## src/rtl/mesi_isc_fifo_drain.sv

```systemverilog
// Read-side consumer for a mesi_isc_basic_fifo: pops entries, absorbs the one-cycle
// read latency in a 2-entry buffer and presents them on a valid/ready port.
module mesi_isc_fifo_drain #(
    parameter int DATA_WIDTH = 32,
    parameter int CNT_WIDTH  = 16
) (
    input  logic                  clk,
    input  logic                  rst,
    input  logic                  fifo_empty_i,
    input  logic [DATA_WIDTH-1:0] fifo_data_i,
    output logic                  fifo_rd_o,
    output logic                  out_valid_o,
    output logic [DATA_WIDTH-1:0] out_data_o,
    input  logic                  out_ready_i,
    output logic                  busy_o,
    output logic [CNT_WIDTH-1:0]  pop_cnt_o
);

    // Occupancy FSM: each state encodes (buffer count, read in flight).
    // The (2,1) combination cannot be entered because a read is only issued
    // when the post-cycle occupancy stays below 2.
    typedef enum logic [2:0] {
        OCC_EMPTY     = 3'd0,
        OCC_FETCH     = 3'd1,
        OCC_ONE       = 3'd2,
        OCC_ONE_FETCH = 3'd3,
        OCC_FULL      = 3'd4
    } occ_e;

    occ_e                  state_q, state_d;
    logic [1:0]            buf_cnt;
    logic                  inflight;
    logic                  hs;
    logic [1:0]            buf_cnt_d;
    logic                  head_q, head_d;
    logic                  tail_q, tail_d;
    logic [DATA_WIDTH-1:0] mem_q [2];
    logic [DATA_WIDTH-1:0] mem_d [2];
    logic [DATA_WIDTH-1:0] out_data_q, out_data_d;
    logic [CNT_WIDTH-1:0]  pop_cnt_q, pop_cnt_d;

    always_comb begin
        buf_cnt  = 2'd0;
        inflight = 1'b0;
        case (state_q)
            OCC_EMPTY:     begin buf_cnt = 2'd0; inflight = 1'b0; end
            OCC_FETCH:     begin buf_cnt = 2'd0; inflight = 1'b1; end
            OCC_ONE:       begin buf_cnt = 2'd1; inflight = 1'b0; end
            OCC_ONE_FETCH: begin buf_cnt = 2'd1; inflight = 1'b1; end
            OCC_FULL:      begin buf_cnt = 2'd2; inflight = 1'b0; end
            default:       begin buf_cnt = 2'd0; inflight = 1'b0; end
        endcase
    end

    assign out_valid_o = (buf_cnt != 2'd0);
    assign busy_o      = (buf_cnt != 2'd0) || inflight;
    assign out_data_o  = out_data_q;
    assign pop_cnt_o   = pop_cnt_q;
    assign hs          = out_valid_o && out_ready_i;

    // A handshake implies buf_cnt >= 1, so this never underflows; the landing
    // read plus remaining entries is exactly next cycle's buffer count.
    assign buf_cnt_d = buf_cnt + {1'b0, inflight} - {1'b0, hs};
    assign fifo_rd_o = !rst && !fifo_empty_i && (buf_cnt_d < 2'd2);

    always_comb begin
        state_d = OCC_EMPTY;
        case ({buf_cnt_d, fifo_rd_o})
            3'b00_0: state_d = OCC_EMPTY;
            3'b00_1: state_d = OCC_FETCH;
            3'b01_0: state_d = OCC_ONE;
            3'b01_1: state_d = OCC_ONE_FETCH;
            3'b10_0: state_d = OCC_FULL;
            default: state_d = OCC_EMPTY;
        endcase
    end

    always_comb begin
        mem_d    = mem_q;
        if (inflight) begin
            mem_d[tail_q] = fifo_data_i;
        end
        head_d = head_q ^ hs;
        tail_d = tail_q ^ inflight;
        // Look ahead to the entry that will sit at the head after this edge,
        // so the output register is already correct when out_valid_o rises.
        if (buf_cnt_d != 2'd0) begin
            out_data_d = mem_d[head_d];
        end else begin
            out_data_d = out_data_q;
        end
        pop_cnt_d = pop_cnt_q + CNT_WIDTH'(hs);
    end

    always_ff @(posedge clk) begin
        if (rst) begin
            state_q    <= OCC_EMPTY;
            head_q     <= 1'b0;
            tail_q     <= 1'b0;
            mem_q[0]   <= '0;
            mem_q[1]   <= '0;
            out_data_q <= '0;
            pop_cnt_q  <= '0;
        end else begin
            state_q    <= state_d;
            head_q     <= head_d;
            tail_q     <= tail_d;
            mem_q      <= mem_d;
            out_data_q <= out_data_d;
            pop_cnt_q  <= pop_cnt_d;
        end
    end

endmodule

```

## config.mk

```make
export PLATFORM = sky130hd
export DESIGN_NAME = mesi_isc_fifo_drain
export DESIGN_NICKNAME = d
export VERILOG_FILES = /design/src/rtl/mesi_isc_fifo_drain.sv
export SDC_FILE = /design/constraint.sdc
export NUM_CORES = 1
export LEC_CHECK = 0
export CORE_MARGIN = 2
export CORE_UTILIZATION = 45
export DETAILED_ROUTE_END_ITERATION = 7
export HOLD_SLACK_MARGIN = 0.08
export PLACE_DENSITY = 0.66
export SYNTH_ARGS = -nofsm -noshare
export SYNTH_HDL_FRONTEND = slang
export SYNTH_SLANG_ARGS = --single-unit
```

## constraint.sdc

```tcl
create_clock -name clk -period 3.9 [get_ports clk]
set_input_delay 0.78 -clock clk [delete_from_list [all_inputs] [get_ports clk]]
set_output_delay 0.78 -clock clk [all_outputs]
set_load 0.005 [all_outputs]
```

# [Word-level counts from Yosys, hierarchy flattened]
# Index checks and enable logic that the tools add are counted.
[op_classes] magnitude_cmp=4 n_mux=10 n_reduce_logical=11 bitwise=4 add_sub_neg=3 n_div=0 shifts=0 n_eq_ne=8 mul=0
[ops] cell="32-bit two-way mux" n=4
[ops] cell="64-bit bitwise mux" n=1
[ops] cell="64-bit two-way mux" n=1
[ops] cell="32-bit demux with 1-bit select" n=1
[ops] cell="16-bit by 1-bit adder with 16-bit output" n=1
[ops] cell="3-bit by 2-bit == test with 1-bit output, second input constant" n=4
[ops] cell="3-bit one-hot mux with 4 select lines" n=1
[ops] cell="3-bit by 1-bit == test with 1-bit output, second input constant" n=2
[ops] cell="3-bit == test, second input constant" n=2
[ops] cell="2-bit greater-or-equal comparator, second input constant" n=2
[ops] cell="1-bit logical AND" n=4
[ops] cell="1-bit inverter with 2-bit output" n=2
[ops] cell="2-bit one-hot mux with 2 select lines" n=1
[ops] cell="2-bit nonzero test" n=2
[ops] cell="2-bit OR reduction" n=2
[ops] cell="2-bit by 1-bit adder with 2-bit output" n=1
[ops] cell="1-bit logical NOT" n=2
[ops] cell="2-bit by 1-bit less-than comparator with 1-bit output, second input constant" n=1
[ops] cell="2-bit less-than comparator, second input constant" n=1
[ops] cell="2-bit by 1-bit subtractor with 2-bit output" n=1
[ops] cell="1-bit XOR" n=2
[ops] cell="1-bit logical OR" n=1
[ops] cell="1-bit two-way mux" n=1
[word_totals] out_inout_bits=51 register_bits=117 mem_count=0 romBits=0 ramBits=0 input_bits=36 latchBits=0

# [Longest topological paths before layout]
# Gate-level depths: netlist (run 1).
[logic_depth] depth_word=10 depth_mapped=12

# [Least setup slack after synthesis (run 1)]
# No wires, ideal clock.
[synth_path] path_type="register to output" from="register state_q[2]" to="output port fifo_rd_o" stages_incl_launch_ff=12 setup_slack_ps=791 arrival_ps=2329 t_required_ps=3120 n_path_buf=3 cell_sequence="dfxtp_1 > buf_2 > nand2b_1 > clkbuf_1 > buf_1 > ha_1 > inv_1 > ha_1 > xor2_1 > xnor2_1 > nand2_1 > nor2_1"
[synth_between] elab_chain_cells=8 word_cells_on_any_way=14
[synth_lines] item="from (decl)" line_no="30" rtl="occ_e state_q, state_d;"
[synth_lines] item="from (signal assigned)" line_no="105" rtl="state_q <= state_d;"
[synth_lines] item="branches (longest 5 deep; another with 2-bit by 1-bit adder with 2-bit output)"
[synth_lines] item="2-bit by 1-bit subtractor with 2-bit output (*)" line_no="63" rtl="assign buf_cnt_d = buf_cnt + {1'b0, inflight} - {1'b0, hs};"
[synth_lines] item="2-bit less-than comparator (*)" line_no="64" rtl="assign fifo_rd_o = !rst && !fifo_empty_i && (buf_cnt_d < 2'd2);"
[synth_lines] item="1-bit logical AND (*)" line_no="64"
[synth_lines] item="to (decl)" line_no="11" rtl="output logic fifo_rd_o,"
# Mark *: on every way between the ends.

# [Worst setup path in the final report (run 1)]
[layout_path] from="input port out_ready_i" to="output port fifo_rd_o"
[layout_between] elab_chain_cells=4
[layout_lines] item="from (decl)" line_no="14" rtl="input logic out_ready_i,"
[layout_lines] item="1-bit logical AND" line_no="59" rtl="assign hs = out_valid_o && out_ready_i;"
[layout_lines] item="2-bit by 1-bit subtractor with 2-bit output" line_no="63"
[layout_lines] item="2-bit less-than comparator" line_no="64"
[layout_lines] item="1-bit logical AND" line_no="64"
# No other way between the ends.

==> impl_metrics.tcl, run 1 <==
set metrics [dict create \
    layout-drive-gt1-share_pct 9.55 \
    ys_warn_count 0 \
    fp-row-count 39 \
    clk_latency_ns 0.42 \
    grt_max_degree 85 \
    die_h_um 111 \
    area_delta_synth_final_pct 31.7 \
    crit_path_max_fanout 3 \
    worst_pin_slew_ns 0.961 \
    synth-compound-area-share_pct 13.8 \
    power_density_nw_per_um2 710 \
    cts_buffers 17 \
    end_kind "primary output" \
    synthAdderAreaFrac_pct 0.971 \
    arrival_ns 2.94 \
    initial_utilization_pct 45.5 \
    fin_area_um2 6790 \
    crit_type "in2out" \
    hpwl_um 9140 \
    die_w_um 111 \
    startpoint_type "primary input" \
    antenna_found_initial 0 \
    die_area_um2 12300 \
    htreeDepth 4 \
    cp_cell_sequence "clkdlybuf4s50_1 -> o21ai_2 -> inv_1 -> ha_1 -> inv_1 -> ha_1 -> xor2_2 -> xnor2_2 -> nand2_1 -> nor2_1 -> clkdlybuf4s50_1" \
    clock-root-buffer "clkbuf_16" \
    drt.antenna.violating_nets 0 \
    finalWeightedCongestion 0.788 \
    peakVddDrop_v 0.000393 \
    synthSimpleGateAreaFrac_pct 30.8 \
    ys_top_cells_by_area "dfxtp_1 (45%), nand2_1 (10%), nor4_1 (7.8%)" \
    portBuffers 86 \
    ys_types 40 \
    mappedNetlistArea_um2 5160 \
    grt-ovfl-total 0 \
    syn_avg_cell_area_um2 8.04 \
    synth-edff-count 0 \
    ys_seq_elements 117 \
    max_stage_delay_ns 0.50 \
    vias 5179 \
    grt_pass1_vias 5201 \
    status "complete, no violations" \
    final_nets 739 \
    first_pass_iters 6 \
    finalSetupViolations 0 \
    drc 0 \
    numClockSinks 117 \
    synth_top_area_cell "dfxtp_1" \
    mostFrequentLayoutCells "nand2_1 (139), dfxtp_1 (115), clkdlybuf4s50_1 (85)" \
    synth_async_sr_flop_share_pct 0 \
    wl_per_cell_um 19.2 \
    finalHoldViolations 0 \
    syn_nets 681 \
    synth-xor-area-share_pct 2.72 \
    clock_path_buffers 2 \
    setup_tns_ns 0 \
    viasPerCell 6.06 \
    synth_top_family_by_area "simple AND/OR/NAND/NOR gates" \
    hold_class "reg2reg" \
    final_common_cell "nand2_1" \
    wl_um 16400 \
    clock_skew_ns 0.00709 \
    grt_pass1_wl_um 26500 \
    cts_tree "built" \
    grt_use_total_pct 26.8 \
    ios 87 \
    diodes 0 \
    synth-seq-area-share_pct 45.4 \
    yosysTopAreaCellShare_pct 45.4 \
    fin_crit_sh_pct 95.4 \
    synth-main-ff-cell "dfxtp_1" \
    p_leak_nw 2.32 \
    crit_required_ns 3.12 \
    synth.mux.area_fraction_pct 0 \
    drtIter0Drc 474 \
    max_freq_mhz 269 \
    slew_headroom_pct 35.9 \
    syn_inst 641 \
    fin_crit_ns 3.72 \
    path_clk_slew_ns 0.05 \
    cp_slowest_cell "clkdlybuf4s50_1" \
    maxCapViolCount 0 \
    rsz0062_at_grt "false" \
    core-area_um2 11300 \
    slew_violations 0 \
    dpl_cell_area_um2 6110 \
]
==> per-layer routing <==
| layer | part of all wire, % | global-route usage (%) |
|---|---|---|
| met5 | 0 | 0 |
| met4 | 1.3 | 10.0 |
| met3 | 7.9 | 8.26 |
| met2 | 48 | 43.7 |
| met1 | 43 | 33.4 |
==> per-stage QoR <==
stage | worst slack (ns) | hold WS (ns) | std cells | power, mW | utilization [%]
after floorplan | 0.791 | 0.437 | 641 | 2.45 | -
after global placement | 0.136 | 0.441 | 823 | 3.06 | 54.0
after detailed placement | 0.0900 | 0.448 | 823 | 3.08 | 54.0
after CTS | 0.0170 | 0.456 | 855 | 4.81 | 59.9
after global routing | 0.0336 | 0.467 | 855 | 5.03 | 60.0
final | 0.179 | 0.454 | 855 | 4.82 | 60.0
==> registers in the layout, summed over array words and instances, names as in the netlist <==
register / cells
head_q: 1
state_q: 3
mem_q: 64
out_data_o: 32
tail_q: 1
pop_cnt_o: 16
==> synth_stat cells, types with 4 or more instances <==
cell and count:
nor2_1 19, nand2_1 139, xor2_1 13, dfxtp_1 117
a21oi_1 69, buf_2 5, nor4_1 64, ha_1 4
nand3_1 6, clkbuf_4 4, o41ai_1 32, nand2b_1 5
clkbuf_1 48, buf_6 4, inv_1 6, nor2b_1 4
nor3_1 33, nand4_1 36
==> what timing repair did <==
action | 4_1_cts | 5_1_grt
endpoints found under the setup margin | 1 | 1
setup buffers | 0 | 0
gates resized for setup | 1 | 5
hold buffers | 0 | 0
pin swaps | 0 | 0
==> layout make-up <==
class	count	area (µm²)
Clock inverter	13	204
Fill cell	1017	4530
Timing Repair Buffer	104	1050
Sequential cell	117	2340
Multi-Input combinational cell	452	2530
Tap cell	143	179
Inverter	7	26.3
Clock buffer	19	453
==> cell families (layout without fill, tap and decap cells) <==
kind of cell,after synthesis,count (layout)
DFF,117,117
buffers and inverters,72,143
and+or+nand+nor,321,321
adders and majority gates,4,4
xor gates and xnor gates,16,16
AOI/OAI and AO/OA,111,111
==> worst paths after layout <==
kind / from / to / slack, ns / cells past startpoint
max: out_ready_i / fifo_rd_o / 0.18 / 11
min: mem_q[10] / mem_q[10] / 0.45 / 2
max reg2reg: state_q[2] / out_data_o[26] / 0.86 / 12
min reg2reg: mem_q[10] / mem_q[10] / 0.45 / 2
==> power by group <==
| part | switching, mW | total, mW | internal (mW) | leakage [nW] |
|---|---|---|---|---|
| logic | 1.04 | 1.66 | 0.621 | 1.06 |
| registers | 0.106 | 1.44 | 1.34 | 0.951 |
| clock network | 0.556 | 1.72 | 1.16 | 0.311 |
| total | 1.70 | 4.82 | 3.12 | 2.32 |
==> critical path, delay by kind of cell <==
kind                     cells  cell delay (ns)
AO/OA/AOI/OAI                1             0.09
XOR/XNOR                     2             0.33
adder cells (fa/ha/maj)      2             0.48
buffers and inverters        4             1.07
AND/OR/NAND/NOR              2             0.20
No activity file was read; power rests on OpenSTA's default activity.
==> inputs of run 2 (changes only) <==
GPL_TIMING_DRIVEN = 0   (was not set)
PLACE_DENSITY = 0.69   (was 0.66)
==> run 2 against run 1 <==
Via count is 3.2% higher. First-iteration DRC count is 17% lower. Total power is 2.9% lower.
==> impl_metrics.tcl, run 2 (synthesized netlist as in run 1, its figures left out) <==
set metrics [dict create \
    r2r-start "state_q[2]" \
    swShare_pct 36.4 \
    rsz0062_at_grt "false" \
    hpwl_um 10500 \
    num-fill-cells 1060 \
    wl_um 16300 \
    r2r-end "out_data_o[5]" \
    dp.cells 870 \
    cts_tree "built" \
    status "complete, no violations" \
    r2r_slack_ns 0.73 \
    worstHoldEndpoint "mem_q[4]" \
    max_freq_mhz 295 \
    largest_register_ff_count 64 \
    clock_skew_ns 0.00691 \
    grt-ovfl-total 0 \
    slew_violations 0 \
    grt_max_degree 17 \
    path_clk_slew_ns 0.05 \
    final_cells 903 \
    slew_headroom_pct 58.4 \
    end_kind "primary output" \
    crit_path_max_fanout 10 \
    grt_use_total_pct 26.5 \
    fp-row-count 39 \
    regArea_um2 2340 \
    first_pass_iters 5 \
    fin_area_um2 6850 \
    viasPerCell 5.92 \
    power_density_nw_per_um2 684 \
    fin_crit_sh_pct 86.9 \
    drc 0 \
    seq_power_share_pct 30.2 \
    clk_latency_ns 0.41 \
    clock-root-buffer "clkbuf_16" \
    vias 5344 \
    antenna_found_initial 0 \
    portBuffers 86 \
    cp-startpoint "state_q[2]" \
    multi_input_area_um2 2520 \
    dpl_cell_area_um2 6200 \
    finalWeightedCongestion 0.871 \
    arrival_ns 2.61 \
    maxCapViolCount 0 \
    p_comb_share_pct 36.1 \
    wl_per_cell_um 18.0 \
    crit_type "reg2out" \
    diodes 0 \
    min-delay-start "mem_q[4]" \
    area_delta_synth_final_pct 32.8 \
    finalSetupViolations 0 \
    die_area_um2 12300 \
    hold_class "reg2reg" \
    finalHoldViolations 0 \
    clock_path_buffers 2 \
    ios 87 \
    initial_utilization_pct 45.5 \
    layout-drive-gt1-share_pct 7.76 \
    p_int_mw 2.98 \
    reg2reg_depth 13 \
    core-area_um2 11300 \
    startpoint_type "flop" \
    min_delay_path_depth 2 \
    worst_pin_slew_ns 0.624 \
    die_h_um 111 \
    p_clk_share_pct 33.7 \
    grt_pass1_wl_um 26200 \
    p_switching_mw 1.71 \
    largest-register "mem_q" \
    cts_buffers 17 \
    htreeDepth 4 \
    final_nets 787 \
    drt.antenna.violating_nets 0 \
    power_mw 4.68 \
    peakVddDrop_v 0.000392 \
    numClockSinks 117 \
    final_common_cell "nand2_1" \
    die_w_um 111 \
    crit_required_ns 3.12 \
    drtIter0Drc 394 \
    grt_pass1_vias 5117 \
    setup_ws_ns 0.510 \
    mostFrequentLayoutCells "nand2_1 (138), dfxtp_1 (117), clkdlybuf4s50_1 (84)" \
    place_ws_ns -0.684 \
    p_leak_nw 2.35 \
    fin_crit_ns 3.39 \
]
[run 2: worst max-delay path by stage]
stage | to | depth (start not counted) | slack [ns]
6_report | fifo_rd_o | 12 | 0.51
3_3_place_gp | fifo_rd_o | 11 | -0.61
3_5_place_dp | fifo_rd_o | 11 | -0.68
4_1_cts | fifo_rd_o | 12 | 0.003
5_1_grt | fifo_rd_o | 11 | 0.35
2_1_floorplan | fifo_rd_o | 11 | 0.79
[run 2: metal layers]
layer / vias up / wire [µm] / global-route usage, %
li1: 2545 / - / -
met1: 2527 / 6980 / 35.3
met5: - / 0 / 0
met4: 0 / 247 / 10.2
met2: 247 / 7700 / 42.1
met3: 25 / 1330 / 5.90
[run 2: timing repair]
| item | 4_1_cts | 5_1_grt |
|---|---|---|
| resized for setup | 8 | 9 |
| hold buffers | 0 | 0 |
| pin swaps | 1 | 3 |
| endpoints found under the setup margin | 21 | 1 |
| buffers inserted | 1 | 0 |
| gates cloned | 0 | 0 |
[run 2: cell type report]
| cell class | count | share of cell area [%] |
|---|---|---|
| Buffer | 65 | 4.62 |
| Clock buffer | 23 | 6.83 |
| Clock inverter | 9 | 1.85 |
| Inverter | 7 | 0.384 |
| Multi-Input combinational cell | 452 | 36.8 |
| Sequential cell | 117 | 34.2 |
| Tap cell | 143 | 2.61 |
| Timing Repair Buffer | 87 | 12.7 |
[run 2: power by group through the flow]
stage                     clock, mW  sequential (mW)  combinational (mW)
final                          1.58             1.41                1.69
after global routing           1.65             1.42                1.83
after CTS                      1.58             1.41                1.65
after detailed placement          0             1.43                1.61
after global placement            0             1.43                1.58
after floorplan                   0             1.42                1.03
[run 2: metrics by stage]
| stage | util, % | hold WS (ns) | setup TNS, ns |
|---|---|---|---|
| 5_1_grt | 60.5 | 0.471 | 0 |
| 2_1_floorplan | - | 0.437 | 0 |
| 6_report | 60.5 | 0.454 | 0 |
| 3_3_place_gp | 54.7 | 0.442 | -1.42 |
| 4_1_cts | 60.3 | 0.454 | 0 |
| 3_5_place_dp | 54.7 | 0.446 | -3.41 |
[run 2: critical path: stages, from the launching register on]
cell and delay, ns:
dfxtp_1 0.30, clkbuf_4 0.18, nand2b_4 0.16, buf_6 0.15, buf_6 0.15, ha_1 0.27, inv_1 0.04, ha_1 0.21
xor2_2 0.20, xnor2_2 0.18, nand2_2 0.10, nor2_1 0.13, dlymetal6s2s_1 0.13
==> inputs of run 3 (changes only) <==
MAX_ROUTING_LAYER = met4   (was not set)
clock period = 3.5 ns   (was 3.9 ns; I/O delays follow)
==> run 3 against run 2 <==
Register-to-register slack worse by 0.32 ns. Total power is 12% higher. Global-route usage is 0.84 points higher. Die area stayed put. Sequential power is 12% higher. Utilization is 0.25 points higher. Combinational power is 12% higher. Sequential share of layout area is 0.12 points lower. Via count is 0.22% higher. Sequential cell count stayed put. Largest power group unchanged. Highest routed layer unchanged.
==> impl_metrics.tcl, run 3 (synthesized netlist as in run 1, its figures left out) <==
set metrics [dict create \
    cp-startpoint "state_q[2]" \
    arrival_ns 2.66 \
    startpoint_type "flop" \
    die_h_um 111 \
    cts_tree "built" \
    fin_crit_ns 3.36 \
    largest-register "mem_q" \
    crit_required_ns 2.80 \
    dp.cells 870 \
    grt_max_degree 17 \
    seq_power_share_pct 30.1 \
    clock_skew_ns 0.00426 \
    worst_pin_slew_ns 0.648 \
    grt-ovfl-total 0 \
    p_leak_nw 2.34 \
    finalHoldViolations 0 \
    diodes 0 \
    drc 0 \
    path_clk_slew_ns 0.05 \
    finalSetupViolations 0 \
    wl_um 16300 \
    initial_utilization_pct 45.5 \
    die_area_um2 12300 \
    final_common_cell "nand2_1" \
    dpl_cell_area_um2 6200 \
    power_mw 5.25 \
    slew_violations 0 \
    p_int_mw 3.33 \
    clock_path_buffers 2 \
    grt_busiest_layer "met2" \
    min-delay-start "mem_q[4]" \
    mostFrequentLayoutCells "nand2_1 (138), dfxtp_1 (116), clkdlybuf4s50_1 (84)" \
    p_switching_mw 1.91 \
    crit_type "reg2out" \
    max_stage_delay_ns 0.31 \
    power_density_nw_per_um2 763 \
    area_delta_synth_final_pct 33.4 \
    ctsHoldBuffers 0 \
    drt.antenna.violating_nets 0 \
    maxCapViolCount 0 \
    status "complete, no violations" \
    slew_headroom_pct 56.8 \
    die_w_um 111 \
    final_cells 905 \
    fp-row-count 39 \
    grt_use_total_pct 27.3 \
    antenna_found_initial 0 \
    first_pass_iters 5 \
    largest_register_ff_count 64 \
    min_delay_path_depth 2 \
    setup_ws_ns 0.141 \
    end_kind "primary output" \
    use_met2_pct 42.2 \
    layout-drive-gt1-share_pct 8.27 \
    fin_area_um2 6880 \
    clock-root-buffer "clkbuf_16" \
    hpwl_um 10500 \
    r2r-start "state_q[2]" \
    grt_util_met3_pct 5.63 \
    grt_pass1_wl_um 26300 \
    place_ws_ns -0.924 \
    crit_path_max_fanout 10 \
    met1_usage_pct 35.6 \
    htreeDepth 4 \
    setup_tns_ns 0 \
    p_comb_share_pct 36.3 \
    drtIter0Drc 470 \
    cp_cell_sequence "buf_4 -> nand2b_4 -> clkbuf_8 -> buf_6 -> ha_1 -> inv_1 -> ha_2 -> xor2_2 -> xnor2_2 -> nand2_2 -> nor2_1 -> dlygate4sd2_1" \
    clk_latency_ns 0.41 \
    swShare_pct 36.5 \
    numClockSinks 117 \
    core-area_um2 11300 \
    utilization_pct 60.7 \
    fin_crit_sh_pct 96.0 \
    ios 87 \
    holdWs_ns 0.454 \
    reg2reg_depth 13 \
    wl_per_cell_um 18.0 \
    cts_buffers 17 \
    peakVddDrop_v 0.000438 \
    hold_class "reg2reg" \
    p_clk_share_pct 33.6 \
    viasPerCell 5.92 \
    vias 5356 \
    final_nets 789 \
    grt_pass1_vias 5128 \
    cp_slowest_cell "dfxtp_1" \
    finalWeightedCongestion 0.886 \
    max_freq_mhz 298 \
    portBuffers 86 \
]
## run 3: cell type report
class	count	area [µm²]
fillers	1051	4440
inverters	7	26.3
clock buffers	23	468
multi-input cells	452	2530
repair buffers	89	881
flip-flops and latches	117	2340
clock inverters	9	126
well taps	143	179
plain buffers	65	319
## run 3: what timing repair did
action	CTS	global route
setup endpoints to repair	32	1
gates resized for setup	16	4
setup buffers	2	1
pin swaps	3	2
cloned	0	0
## run 3: final timing paths
check / endpoint / slack (ns)
worst max-delay path: fifo_rd_o / 0.14
worst min-delay path: mem_q[4] / 0.45
worst max register to register: out_data_o[5] / 0.41
worst min register to register: mem_q[4] / 0.45
## run 3: routing by layer
metal / routed length [µm] / vias up
li1: - / 2546
met2: 7600 / 289
met4: 328 / 0
met3: 1520 / 30
met5: 0 / -
met1: 6820 / 2491
## run 3: critical path, delay by kind of cell (launching register included)
family / cells / cell delay (ns)
buffers and inverters: 5 / 0.73
adders and majority gates: 2 / 0.46
xor gates and xnor gates: 2 / 0.38
and+or+nand+nor: 3 / 0.36
DFF: 1 / 0.31
## run 3: power by group through the flow
stage	Clock (mW)	Combinational [mW]	Sequential (mW)
finish	1.76	1.90	1.58
detailed placement	0	1.80	1.60
global placement	0	1.77	1.59
CTS	1.76	1.85	1.58
global route	1.84	2.05	1.59
floorplan	0	1.14	1.59
